--- src/rtl/fetch_unit_if.sv ---
// Instruction-memory read port between the fetch unit (master) and memory (slave).
//   mem_req   : read request, held until acknowledged or abandoned
//   mem_addr  : read address, stable while mem_req is high
//   mem_ack   : read-complete strobe from memory
//   mem_rdata : read data, valid with mem_ack
interface fetch_unit_if;
  logic        mem_req;
  logic [15:0] mem_addr;
  logic        mem_ack;
  logic [15:0] mem_rdata;

  modport master (output mem_req, output mem_addr, input mem_ack, input mem_rdata);
  modport slave  (input mem_req, input mem_addr, output mem_ack, output mem_rdata);
endinterface

--- src/rtl/fetch_unit.sv ---
// Fetch unit: owns the PC and IR, issues one instruction read per fetch request,
// waits up to TIMEOUT cycles for the memory ack, and flags a sticky error on timeout.
// Ports:
//   CLK, Reset            : clock, synchronous active-high reset
//   IRWrite, IorM         : fetch request pulse; only instruction accesses (IorM=0) fetch
//   PCWrite, Jcontrol     : PC update enable and source select
//   isZero, acc15         : branch qualifiers for Jcontrol 10 / 11
//   jumpTarget            : branch/jump destination (bit 0 ignored)
//   mem                   : instruction-memory read port
//   Opcode, Func, Imm     : decoded fields of IR
//   PC, busy, fetch_err   : program counter, fetch outstanding, sticky timeout flag
module fetch_unit #(
  parameter int unsigned TIMEOUT = 15
) (
  input  logic                CLK,
  input  logic                Reset,
  input  logic                IRWrite,
  input  logic                IorM,
  input  logic                PCWrite,
  input  logic [1:0]          Jcontrol,
  input  logic                isZero,
  input  logic                acc15,
  input  logic [15:0]         jumpTarget,
  fetch_unit_if.master        mem,
  output logic [3:0]          Opcode,
  output logic [2:0]          Func,
  output logic [11:0]         Imm,
  output logic [15:0]         PC,
  output logic                busy,
  output logic                fetch_err
);

  localparam int unsigned CNT_W = 4;
  localparam logic [CNT_W-1:0] CNT_LAST = CNT_W'(TIMEOUT - 1);

  localparam logic [0:0] S_IDLE = 1'b0;
  localparam logic [0:0] S_WAIT = 1'b1;

  logic [0:0]       state_q, state_nxt;
  logic [CNT_W-1:0] cnt_q, cnt_nxt;
  logic [15:0]      pc_q, pc_nxt;
  logic [15:0]      ir_q, ir_nxt;
  logic [15:0]      addr_q, addr_nxt;
  logic             req_q, req_nxt;
  logic             err_q, err_nxt;

  logic [15:0]      pc_inc;
  logic [15:0]      target;

  assign pc_inc = pc_q + 16'd2;
  assign target = jumpTarget & 16'hFFFE;

  // State and datapath registers
  always_ff @(posedge CLK) begin
    if (Reset) begin
      state_q <= S_IDLE;
      cnt_q   <= '0;
      pc_q    <= '0;
      ir_q    <= '0;
      addr_q  <= '0;
      req_q   <= 1'b0;
      err_q   <= 1'b0;
    end else begin
      state_q <= state_nxt;
      cnt_q   <= cnt_nxt;
      pc_q    <= pc_nxt;
      ir_q    <= ir_nxt;
      addr_q  <= addr_nxt;
      req_q   <= req_nxt;
      err_q   <= err_nxt;
    end
  end

  // Next-state: PC update is independent of the fetch FSM
  always_comb begin
    state_nxt = state_q;
    cnt_nxt   = cnt_q;
    pc_nxt    = pc_q;
    ir_nxt    = ir_q;
    addr_nxt  = addr_q;
    req_nxt   = req_q;
    err_nxt   = err_q;

    if (PCWrite) begin
      unique case (Jcontrol)
        2'b00:   pc_nxt = pc_inc;
        2'b01:   pc_nxt = target;
        2'b10:   pc_nxt = isZero ? target : pc_inc;
        default: pc_nxt = acc15 ? target : pc_inc;
      endcase
    end

    unique case (state_q)
      S_IDLE: begin
        // Address uses the current PC, so a same-cycle PCWrite does not affect it
        if (IRWrite && !IorM) begin
          addr_nxt  = pc_q;
          req_nxt   = 1'b1;
          cnt_nxt   = '0;
          state_nxt = S_WAIT;
        end
      end
      S_WAIT: begin
        if (mem.mem_ack) begin
          ir_nxt    = mem.mem_rdata;
          req_nxt   = 1'b0;
          state_nxt = S_IDLE;
        end else if (cnt_q == CNT_LAST) begin
          req_nxt   = 1'b0;
          err_nxt   = 1'b1;
          state_nxt = S_IDLE;
        end else begin
          cnt_nxt = cnt_q + CNT_W'(1);
        end
      end
      default: begin
        req_nxt   = 1'b0;
        state_nxt = S_IDLE;
      end
    endcase
  end

  assign mem.mem_req  = req_q;
  assign mem.mem_addr = addr_q;
  assign busy         = req_q;
  assign fetch_err    = err_q;
  assign PC           = pc_q;
  assign Opcode       = ir_q[15:12];
  assign Func         = ir_q[2:0];
  assign Imm          = ir_q[11:0];

endmodule

--- src/flat_wrapper.sv ---
// flat-port wrapper written by rule: the top's interface ports become plain ports
module fetch_unit_flat 
#(
  parameter int unsigned TIMEOUT = 15
)
  (CLK, Reset, IRWrite, IorM, PCWrite, Jcontrol, isZero, acc15, jumpTarget, Opcode, Func, Imm, PC, busy, fetch_err, mem_mem_req, mem_mem_addr, mem_mem_ack, mem_mem_rdata);
  fetch_unit_if mem_i ();
  input  logic CLK;
  input  logic Reset;
  input  logic IRWrite;
  input  logic IorM;
  input  logic PCWrite;
  input  logic [1:0] Jcontrol;
  input  logic isZero;
  input  logic acc15;
  input  logic [15:0] jumpTarget;
  output logic [3:0] Opcode;
  output logic [2:0] Func;
  output logic [11:0] Imm;
  output logic [15:0] PC;
  output logic busy;
  output logic fetch_err;
  output wire logic [$bits(mem_i.mem_req)-1:0] mem_mem_req;
  output wire logic [$bits(mem_i.mem_addr)-1:0] mem_mem_addr;
  input wire logic [$bits(mem_i.mem_ack)-1:0] mem_mem_ack;
  input wire logic [$bits(mem_i.mem_rdata)-1:0] mem_mem_rdata;
  assign mem_mem_req = mem_i.mem_req;
  assign mem_mem_addr = mem_i.mem_addr;
  assign mem_i.mem_ack = mem_mem_ack;
  assign mem_i.mem_rdata = mem_mem_rdata;
  fetch_unit #(.TIMEOUT(TIMEOUT)) u_core (.CLK(CLK), .Reset(Reset), .IRWrite(IRWrite), .IorM(IorM), .PCWrite(PCWrite), .Jcontrol(Jcontrol), .isZero(isZero), .acc15(acc15), .jumpTarget(jumpTarget), .mem(mem_i), .Opcode(Opcode), .Func(Func), .Imm(Imm), .PC(PC), .busy(busy), .fetch_err(fetch_err));
endmodule
--- config.mk ---
export PLATFORM = sky130hd
export DESIGN_NAME = fetch_unit_flat
export DESIGN_NICKNAME = d
export VERILOG_FILES = /design/src/rtl/fetch_unit_if.sv /design/src/rtl/fetch_unit.sv /design/src/flat_wrapper.sv
export SDC_FILE = /design/constraint.sdc
export NUM_CORES = 1
export LEC_CHECK = 0
export ABC_CLOCK_PERIOD_IN_PS = 2000
export BUFFER_PORTS_ARGS = -buffer_cell sky130_fd_sc_hd__buf_2
export CORE_MARGIN = 3
export CORE_UTILIZATION = 43
export CTS_CLUSTER_DIAMETER = 150
export DETAILED_ROUTE_END_ITERATION = 7
export HOLD_SLACK_MARGIN = 0.12
export PLACE_DENSITY_LB_ADDON = 0.25
export SLEW_MARGIN = 40
export SYNTH_ARGS = -nofsm -noshare
export SYNTH_HDL_FRONTEND = slang
export SYNTH_SLANG_ARGS = --single-unit
--- constraint.sdc ---
create_clock -name CLK -period 2 [get_ports CLK]
set_input_delay 0.2 -clock CLK [delete_from_list [all_inputs] [get_ports CLK]]
set_output_delay 0.2 -clock CLK [all_outputs]
set_load 0.01 [all_outputs]
==> run summary <==
Final Max Slew Viols -> 0
Initial DRC Count -> 115
DP HPWL -> 4600 um
DR vias/cell -> 5.27
PwrDens -> 697 nW/um^2
Fin crit period -> 1.86 ns
Post-Synth Simple-Gate Area -> 26.9%
Row Count -> 26
Max-cap violations -> 0
Max FO, Critical Path -> 7
Share of layout cells above drive strength 1 -> 28.2%
Syn avg cell area -> 7.93 um^2
Critical path data arrival time -> 2.09 ns
Global-route wire length before repair -> 10900 um
P_leak -> 1.32 nW
Most frequent cells in the layout -> buf_2 (92), nand2_1 (77), dfxtp_1 (53)
Clk buf depth -> 2
Post-synthesis compound-gate area fraction -> 20.2%
Largest family of logic cells by synthesized area -> simple AND/OR/NAND/NOR gates
Area of the core -> 5240 um^2
Min-Delay Path Class -> in -> reg
Gr busiest metal -> met2
Worst skew pair latency -> 0.30 ns
Adder-cell share of the synthesized area -> 1.58%
CTS-repair resized insts -> 0
Antenna violations before repair -> 0
Synth cell types -> 40
Cells after Synth -> 300
DR pass1 iterations -> 4
Final hold vios -> 0
# fillers -> 487
GP Congestion -> 0.816
Clock sink count -> 53
Gr ovfl total -> 0
Hold Path Depth -> 3
Die X -> 80.4 um
H-tree lvl count -> 2
VDD IR-drop max -> 0.536 mV
Number of synthesized flops with an enable pin -> 0
Post-synth ARST share -> 0%
CP Launch Type -> flop
Total track usage -> 20.8%
Cell area after synthesis -> 2380 um^2
Outcome -> finished clean
Worst Slack Setup Final -> 0.141 ns
Setup Fix Bufs, Post-CTS -> 0
Setup violators final -> 0
DR vias -> 2476
Nets@finish -> 444
Grt met3 use -> 3.48%
Worst Tran Pin Value -> 0.668 ns
Synth warn -> 0
Met2 GRT Util -> 34.0%
DRC errors left -> 0
Highest achievable clock rate -> 538 MHz
Max-slew headroom -> 55.3%
Ys flop type -> dfxtp_1
DIE AREA -> 6460 um^2
ANT nets after route -> 0
Num CTS Buffers -> 5
Hold-fix buffers at CTS -> 9
Seq/Total Area, Yosys -> 44.6%
RSZ-0062 raised after global routing -> no
DIE HEIGHT -> 80.4 um
Initial core utilization -> 45.4%
Area Growth Syn to Fin -> 31.0%
Flops & latches, synth -> 53
Worst Skew -> 0.00431 ns
Pin count of the biggest net entering global routing -> 24
Diodes inserted -> 0
Routed WL per cell -> 14.0 um
CTS tree -> yes
Synth Area in XOR/XNOR -> 0.736%
PortBufs -> 92
Clock-pin transition on the worst setup and hold timing paths -> 0.09 ns
CP endpoint kind -> flop
Critical path type -> reg -> reg
Fin crit share -> 92.9%
R2R depth -> 4
Final Util -> 59.5%
CTS Root Cell -> clkbuf_8
Post-Route WL -> 6570 um
Mux contribution to synthesized area -> 0.421%
Overall power consumption -> 2.17 mW
Setup TNS -> 0 ns
Number of global-route vias before repair -> 2316
Post-Place Worst Slack -> 0.167 ns
Required time of the worst setup path -> 2.24 ns
Commonest non-fill, non-tap cell in the layout -> buf_2
IO Count -> 96
Met1 usage -> 28.0%
synth_stat cells (2+ instances only):
| master | instances | area [um^2] |
|---|---|---|
| nand2_1 | 77 | 289 |
| dfxtp_1 | 53 | 1060 |
| a21oi_1 | 43 | 215 |
| clkbuf_1 | 16 | 60.1 |
| nand3_1 | 10 | 50.1 |
| a31oi_1 | 8 | 50.1 |
| nor3_1 | 7 | 35.0 |
| buf_4 | 6 | 45.0 |
| inv_1 | 6 | 22.5 |
| nand3b_1 | 6 | 45.0 |
| nor2_1 | 6 | 22.5 |
| a211oi_1 | 5 | 37.5 |
| a2bb2oi_1 | 5 | 43.8 |
| nand4b_1 | 5 | 43.8 |
| nand4_1 | 4 | 25.0 |
| o32ai_1 | 4 | 35.0 |
| and3_1 | 3 | 18.8 |
| ha_1 | 3 | 37.5 |
| nor2b_1 | 3 | 18.8 |
| o21ai_0 | 3 | 15.0 |
| a311oi_1 | 2 | 17.5 |
| nor4_1 | 2 | 12.5 |
| o21a_1 | 2 | 15.0 |
| o22ai_1 | 2 | 12.5 |
| or2_0 | 2 | 12.5 |
| or4_1 | 2 | 15.0 |
| xor2_1 | 2 | 17.5 |
per-stage QoR:
step	cell area, um^2	std cells	hold WS, ns
final	3120	470	0.131
after global routing	3120	470	0.121
after CTS	3120	470	0.122
after detailed placement	2920	453	0.443
after global placement	2920	453	0.439
after floorplan	2380	301	0.336
critical path, stage by stage, from the launching register on:
cell and delay, ns:
dfxtp_1 0.45, nand4_1 0.19, or4_1 0.58, or4_1 0.40, a31oi_1 0.17
per-layer routing:
layer	vias to the layer above	share of wire [%]
li1	1247	-
met1	1150	45
met2	75	49
met3	4	5.2
met4	0	0.58
met5	-	0
flip-flops by register name, summed over array words and instances, names as in the netlist:
| name | count |
|---|---|
| u_core.busy | 1 |
| u_core.fetch_err | 1 |
| u_core.state_q | 1 |
| u_core.PC | 15 |
| u_core.ir_q | 16 |
| u_core.mem.mem_addr | 15 |
| u_core.cnt_q | 4 |
power breakdown:
group	leakage, nW	internal [mW]	total (mW)	switching, mW
Clock	0.0554	0.376	0.733	0.356
Combinational	0.831	0.138	0.310	0.172
Sequential	0.431	1.09	1.13	0.0376
final cells by class:
| type | count | area (um^2) | area share, % |
|---|---|---|---|
| Tap cell | 70 | 87.6 | 2.81 |
| Timing Repair Buffer | 113 | 641 | 20.5 |
| Multi-Input combinational cell | 220 | 1190 | 38.3 |
| Clock inverter | 2 | 38.8 | 1.24 |
| Sequential cell | 53 | 1060 | 34.0 |
| Clock buffer | 6 | 72.6 | 2.33 |
| Inverter | 6 | 22.5 | 0.722 |
cell families (layout without fill, tap and decap cells):
group | after synthesis | count (layout)
other | 1 | 2
XOR/XNOR | 2 | 2
AND/OR/NAND/NOR | 133 | 133
buffers and inverters | 28 | 127
flip-flops | 53 | 53
multiplexers | 1 | 1
adder cells (fa/ha/maj) | 3 | 3
AO/OA/AOI/OAI | 79 | 79
final timing paths:
kind / startpoint / to / slack, ns
worst min register to register: u_core.mem.mem_addr[6] / u_core.mem.mem_addr[6] / 0.45
worst min-delay path: mem_mem_rdata[3] / u_core.ir_q[3] / 0.13
worst max register to register: u_core.PC[10] / u_core.PC[15] / 0.14
worst max-delay path: u_core.PC[10] / u_core.PC[15] / 0.14
No activity file was read; power rests on OpenSTA's default activity.
